$ cat config.mk
export PLATFORM = sky130hd
export DESIGN_NAME = bus_arbitrator_rr
export DESIGN_NICKNAME = d
export VERILOG_FILES = /design/src/rtl/bus_arbitrator_rr.sv
export SDC_FILE = /design/constraint.sdc
export NUM_CORES = 1
export LEC_CHECK = 0
export ABC_AREA = 1
export BUFFER_PORTS_ARGS = -buffer_cell sky130_fd_sc_hd__buf_4
export CORE_ASPECT_RATIO = 0.5
export CORE_MARGIN = 2
export CORE_UTILIZATION = 29
export DETAILED_ROUTE_END_ITERATION = 7
export GPL_TIMING_DRIVEN = 0
export HOLD_SLACK_MARGIN = 0.08
export SYNTH_ARGS = -nofsm -noshare
export SYNTH_HDL_FRONTEND = slang
export SYNTH_SLANG_ARGS = --single-unit
$ cat constraint.sdc
create_clock -name clk -period 4 [get_ports clk]
set_input_delay 0.6 -clock clk [delete_from_list [all_inputs] [get_ports clk]]
set_output_delay 0.6 -clock clk [all_outputs]
set_load 0.02 [all_outputs]
$ cat src/rtl/bus_arbitrator_rr.sv
// N-master shared-bus grant arbiter with fixed-priority or round-robin selection,
// owner lock, optional turnaround cycle and hold-time yield/revocation.
`timescale 1ns/1ps

module bus_arbitrator_rr #(
    parameter int NUM_MASTERS = 4,
    parameter int ROUND_ROBIN = 1,
    parameter int MAX_HOLD    = 16,
    parameter int TURNAROUND  = 1
) (
    input  logic                           clk,
    input  logic                           rst,
    input  logic [NUM_MASTERS-1:0]         req,
    input  logic [NUM_MASTERS-1:0]         lock,
    input  logic                           fc_bus,
    output logic [NUM_MASTERS-1:0]         grant,
    output logic                           busy,
    output logic [$clog2(NUM_MASTERS)-1:0] owner,
    output logic [NUM_MASTERS-1:0]         yield
);

    // state   | meaning
    // S_IDLE  | no grant, waiting for any request
    // S_OWNED | exactly one master granted
    // S_TURN  | one dead cycle between different owners

    localparam int IW = $clog2(NUM_MASTERS);
    localparam int CW = (MAX_HOLD > 0) ? $clog2(MAX_HOLD + 1) : 1;
    localparam logic [CW-1:0] HOLD_MAX = CW'(MAX_HOLD);

    typedef enum logic [1:0] {S_IDLE, S_OWNED, S_TURN} state_t;

    state_t                  state;
    logic [IW-1:0]           last_ptr;
    logic [CW-1:0]           hold_cnt;

    logic [NUM_MASTERS-1:0]  others;
    logic [IW-1:0]           win_all;
    logic [IW-1:0]           win_oth;
    logic [CW-1:0]           hold_inc;
    logic                    owner_lock;
    logic                    revoke;
    logic                    release_now;

    function automatic logic [NUM_MASTERS-1:0] onehot(input logic [IW-1:0] idx);
        logic [NUM_MASTERS-1:0] v;
        v = '0;
        v[idx] = 1'b1;
        return v;
    endfunction

    // Round-robin scans cyclically starting just after the last winner.
    function automatic logic [IW-1:0] pick(input logic [NUM_MASTERS-1:0] r,
                                           input logic [IW-1:0] last);
        logic [IW-1:0] w;
        logic          found;
        int            idx;
        w     = '0;
        found = 1'b0;
        for (int i = 0; i < NUM_MASTERS; i++) begin
            if (ROUND_ROBIN != 0)
                idx = (int'(last) + 1 + i) % NUM_MASTERS;
            else
                idx = i;
            if (!found && r[idx]) begin
                w     = IW'(idx);
                found = 1'b1;
            end
        end
        return w;
    endfunction

    always_comb begin
        others      = req & ~onehot(owner);
        win_all     = pick(req, last_ptr);
        win_oth     = pick(others, last_ptr);
        hold_inc    = (hold_cnt == HOLD_MAX) ? hold_cnt : hold_cnt + 1'b1;
        owner_lock  = lock[owner];
        revoke      = yield[owner] && fc_bus && !owner_lock;
        release_now = !req[owner] || revoke;
    end

    always_ff @(posedge clk or posedge rst) begin
        if (rst) begin
            state    <= S_IDLE;
            grant    <= '0;
            busy     <= 1'b0;
            owner    <= '0;
            yield    <= '0;
            hold_cnt <= '0;
            last_ptr <= IW'(NUM_MASTERS - 1);
        end else begin
            case (state)
                S_IDLE, S_TURN: begin
                    if (|req) begin
                        state    <= S_OWNED;
                        grant    <= onehot(win_all);
                        busy     <= 1'b1;
                        owner    <= win_all;
                        last_ptr <= win_all;
                        hold_cnt <= '0;
                        yield    <= '0;
                    end else begin
                        state <= S_IDLE;
                    end
                end
                S_OWNED: begin
                    if (release_now) begin
                        yield    <= '0;
                        hold_cnt <= '0;
                        if (|others) begin
                            if (TURNAROUND != 0) begin
                                state <= S_TURN;
                                grant <= '0;
                                busy  <= 1'b0;
                            end else begin
                                grant    <= onehot(win_oth);
                                owner    <= win_oth;
                                last_ptr <= win_oth;
                            end
                        end else begin
                            state <= S_IDLE;
                            grant <= '0;
                            busy  <= 1'b0;
                        end
                    end else if (owner_lock) begin
                        hold_cnt <= '0;
                        yield    <= '0;
                    end else if (|others) begin
                        hold_cnt <= hold_inc;
                        // yield rises on the edge where the count reaches MAX_HOLD
                        if (MAX_HOLD != 0 && hold_inc == HOLD_MAX)
                            yield <= onehot(owner);
                    end
                end
                default: begin
                    state <= S_IDLE;
                    grant <= '0;
                    busy  <= 1'b0;
                end
            endcase
        end
    end

endmodule

Word level (Yosys, flattened, before mapping)
Index checks and enable logic that the tools add are counted.

storage, ports and cells
  flip-flop bits (word level) = 20
  input bits = 11
  logic and storage cells = 111

cells by class
  add/subtract/negate cells = 5
  order comparisons = 8
  equality and inequality tests = 8
  mux-type cells = 51
  bitwise operators = 6
  reductions and logical operators = 26

operator list
  cell                                                                                 number
  4-bit 2-to-1 mux                                                                     7
  5-bit 2-to-1 mux                                                                     5
  1-bit 2-to-1 mux                                                                     19
  3-bit by 4-bit less-than comparator with 1-bit output, second input constant         4
  4-bit case mux with 2 select lines                                                   2
  1-bit binary-select mux with 2-bit select                                            7
  2-bit 2-to-1 mux                                                                     6
  5-bit == test, second input constant                                                 2
  5-bit case mux with 2 select lines                                                   1
  2-bit OR reduction                                                                   5
  4-bit != test, second input constant                                                 2
  4-bit OR reduction                                                                   2
  1-bit logical AND                                                                    7
  2-bit by 3-bit less-than comparator with 1-bit output, second input constant         2
  5-bit by 1-bit adder with 5-bit output, second input constant                        1
  1-bit zero test                                                                      5
  2-bit by 1-bit adder with 2-bit output, second input constant                        2
  2-bit adder, second input constant                                                   2
  1-bit AND, first input constant                                                      4
  4-bit AND                                                                            1
  1-bit demux with 2-bit select                                                        2
  2-bit by 1-bit greater-or-equal comparator with 1-bit output, second input constant  2
  2-bit != test, second input constant                                                 2
  4-bit inverter                                                                       1
  10 further kinds                                                                     11

Longest topological paths before layout
  depth after elaboration = 22
  depth in mapped cells = 13
  mapped depth without buffers = 13

Least setup slack after synthesis
Ideal clock, no wire load.

  kind = input -> register
  start point = input port req[2]
  end point = register grant[2]
  setup time = 0.118 ns
  arrival = 1.445 ns
  data required time = 3.882 ns
  setup slack = 2.437 ns
  stages = 12
  buffers on the path = 0
  cell sequence = inv_1 nand2_1 nand2_1 inv_1 nand2_1 nand2_1 nor2_2 nand3_1 nand2_1 nor2_2 nand3_1 nand2_1

on the way
  cells in the longest elaborated chain, start to end = 19

ends and longest elaborated chain
  element                                                                                                                                                             line  text
  start: declaration                                                                                                                                                  13    input logic [NUM_MASTERS-1:0] req,
  1-bit binary-select mux with 2-bit select                                                                                                                           65    if (!found && r[idx]) begin
  1-bit 2-to-1 mux (not written as such) (2 in a row)                                                                                                                 65
  1-bit 2-to-1 mux                                                                                                                                                    65
  1-bit zero test                                                                                                                                                     65
  1-bit logical AND                                                                                                                                                   65
  1-bit 2-to-1 mux                                                                                                                                                    65
  1-bit zero test                                                                                                                                                     65
  1-bit logical AND                                                                                                                                                   65
  [2 not listed]                                                                                                                                                      n/a
  1-bit logical AND                                                                                                                                                   65
  2-bit 2-to-1 mux                                                                                                                                                    65
  2-bit by 3-bit less-than comparator with 1-bit output (not written as such) / 2-bit by 1-bit greater-or-equal comparator with 1-bit output (equally long branches)  48    v[idx] = 1'b1;
  1-bit logical AND (not written as such)                                                                                                                             48
  1-bit 2-to-1 mux (not written as such)                                                                                                                              48
  1-bit demux with 2-bit select                                                                                                                                       48
  4-bit 2-to-1 mux                                                                                                                                                    95    if (|req) begin
  4-bit case mux with 2 select lines                                                                                                                                  93    case (state)
  end signal: assignment                                                                                                                                              97    grant <= onehot(win_all);
  end signal: assignment                                                                                                                                              117   grant <= onehot(win_oth);
  end: declaration                                                                                                                                                    16    output logic [NUM_MASTERS-1:0] grant,

Several ways; a longest one is shown, not always the timed one. The select of a mux whose other input is x is not followed.
A chain may end at the register's enable or synchronous reset.

Worst setup path after layout
  start point = register hold_cnt[0]
  end point = register yield[2]

on the way
  cells in the longest elaborated chain, start to end = 5

ends and longest elaborated chain
  element                                                                         line  text
  start: declaration                                                              35    logic [CW-1:0] hold_cnt;
  start signal: assignment                                                        130   hold_cnt <= hold_inc;
  5-bit by 1-bit adder with 5-bit output / 5-bit == test (equally long branches)  77    hold_inc = (hold_cnt == HOLD_MAX) ? hold_cnt : hold_cnt + 1'b1;
  5-bit 2-to-1 mux *                                                              77
  5-bit == test *                                                                 132   if (MAX_HOLD != 0 && hold_inc == HOLD_MAX)
  4-bit != test (no source line) *                                                n/a
  4-bit AND reduction (no source line) *                                          n/a
  end signal: assignment                                                          133   yield <= onehot(owner);
  end: declaration                                                                19    output logic [NUM_MASTERS-1:0] yield

Mark *: on every way between the ends. The rest lies on a longest branch, timed or not.

==> metrics.yaml <==
wl_mm: 3.53
multiInputGateArea_um2: 962
portBuffers: 21
cts_root_buf: "clkbuf_16"
hold_path.class: "register to register"
gp_congestion: 0.853
seqPwrFrac_pct: 21.5
leakage_nw: 1.05
dr.pass1.iters: 4
remaining_drc_errors: 0
intPower_mw: 0.793
synth-seq-cells: 20
grt_pass1_vias: 1464
antenna_found_initial: 0
setup_viol_count_final: 0
path_cells: "inv_1 > ha_1 > nand2_1 > inv_1 > nand2_1 > nand2_1 > nand3_1 > nor2_1 > nand2_1 > nand3_2 > nand3_2 > nand2_1 > nand2_1"
initialDrtViolationCount: 73
hold_buffers: 0
final_nets: 283
yosysSeqAreaShare_pct: 30.5
cpMostUsedCell: "nand2_1"
grt_max_degree: 21
layout-drive-gt1-share_pct: 26.0
p_sw_share_pct: 48.5
max_freq_ghz: 0.595
ir_drop_v: 0.000269
cts_max_level: 1
tightest_slew_ns: 0.789
num_antenna_cells: 0
tns_ns: 0
end_kind: "register"
fin_crit_ns: 1.68
vias: 1534
routed_via_density: 4.49
cts_buffers: 3
status: "finished, final reports clean"
yosys_warnings: 0
crit_fanout: 5
drv_slew: 0
rsz0062_at_grt: "no"
maxCapViolCount: 0
syn_area_mm2: 0.00165
ios: 22
cts_sinks: 20
yosys-top-cells-area: "dfrtp_1, nand2_1, nand3_1"
p_sw_mw: 0.747
cp_slowest_cell: "dfrtp_1"
fin_crit_sh_pct: 42.0
wl_per_cell_um: 10.3
pwr-share-comb_pct: 60.6
initial_core_util_pct: 30.0
area_growth_pct: 21.5
synth_nets: 257
crit_required_ns: 4.14
fp.dieArea_mm2: 0.00634
ant_nets: 0
grtUsageTotal_pct: 11.3
die_w_um: 111
die_h_um: 57.3
final_cell_mix: "nand2_1, inv_1, nand3_1"
clkPwrFrac_pct: 17.9
worstPathArrival_ns: 1.82
syn_inst: 244
clk_transition_reported_paths_ns: 0.06
area.sequential_um2: 503
start_kind: "register"
cts_buffer_depth: 2
yosysTopAreaCell: "dfrtp_1"
final_util_pct: 36.5
core_area_mm2: 0.00549
dp_hpwl_mm: 2.85
n_fill_cell: 570
syn_avg_cell_area_um2: 6.76
cts_resized: 0
fin_skew_ns: 0.00650
fp-row-count: 19
grt-ovfl-total: 0
layout_commonest_cell: "nand2_1"
cts_tree: "done"
synth_top_area_share_pct: 27.3
critPathKind: "register to register"
powerDensity_mw_per_mm2: 768
ys_types: 27
post_cts_buffers: 0
hold_viol: 0
clock_latency_ns: 0.26
maxSlewHeadroom_pct: 47.3
grt_pass1_wl_mm: 6.02
max_stage_delay_ns: 0.41
-- per-stage QoR --
| stage | setup WS (ns) | instances | hold WS [ns] | instance area, µm² | power, mW |
|---|---|---|---|---|---|
| final | 2.32 | 342 | 0.475 | 2000 | 1.54 |
| after global routing | 2.13 | 342 | 0.487 | 2000 | 1.67 |
| after CTS | 2.29 | 342 | 0.481 | 2000 | 1.55 |
| after detailed placement | 2.15 | 338 | 0.467 | 1900 | 1.27 |
| after global placement | 2.17 | 338 | 0.463 | 1900 | 1.25 |
| after floorplan | 2.44 | 244 | 0.502 | 1650 | 1.06 |
-- routing by layer --
layer	GRT usage, %	share of wire, %	vias to the layer above
li1	-	-	810
met1	13.8	45	696
met2	21.2	50	23
met3	2.44	4.4	5
met4	1.96	0.57	0
met5	0	0	-
-- registers in the layout, summed over array words and instances (netlist names) --
| signal | flops |
|---|---|
| yield | 4 |
| owner | 2 |
| state | 2 |
| grant | 4 |
| hold_cnt | 5 |
| busy | 1 |
| last_ptr | 2 |
-- kinds of logic after synthesis --
group	Yosys count	share of synthesized area, %
flops	20	30.5
simple gates	163	50.5
fa+ha+maj	2	1.52
compound gates	17	5.84
xor+xnor	1	0.531
buf+inv	41	11.2
-- Yosys cell counts --
cell	n
inv_1	28
dfrtp_1	18
inv_2	7
nor2_8	2
nor3_2	1
nor2_2	5
nand2_4	2
buf_6	3
inv_8	1
ha_1	2
nand3_1	22
nand3_2	8
o21ai_0	7
a21oi_1	1
nor2_4	2
nor3_1	1
nand2_1	95
nand4_1	3
dfstp_2	2
a21oi_2	1
xor2_1	1
o21ai_1	6
nor2_1	13
nand4_4	2
clkinv_1	2
o21ai_2	2
nand2_2	7
-- power groups by stage --
stage	Clock, mW	Sequential, mW	Combinational [mW]
after floorplan	0	0.372	0.690
after detailed placement	0	0.334	0.940
final	0.275	0.331	0.933
after global routing	0.289	0.340	1.04
after global placement	0	0.333	0.920
after CTS	0.279	0.332	0.944
-- final timing paths --
check                      depth (start not counted)        start          end  slack, ns
hold / removal                                     2         busy         busy       0.47
max in group asynchronous                          2          rst  hold_cnt[2]       3.01
setup / recovery                                  13  hold_cnt[0]     yield[2]       2.32
setup reg to reg                                  13  hold_cnt[0]     yield[2]       2.32
min in group asynchronous                          2          rst  hold_cnt[3]       0.49
hold reg to reg                                    2         busy         busy       0.47
-- layout make-up --
class	instances	area share (%)
buffer	3	1.69
sequential	20	25.1
clock inverter	1	1.50
multi-input combinational	183	48.0
inverter	38	7.50
clock buffer	3	3.75
tap	73	4.56
timing repair buffer	21	7.87
-- critical path: cells and delay by family, from the launching register on --
kind	cells	cell delay, ns
adder cells (fa/ha/maj)	1	0.14
AND/OR/NAND/NOR	10	0.84
flip-flops	1	0.41
buffers and inverters	2	0.16
No activity file was read; power rests on OpenSTA's default activity.
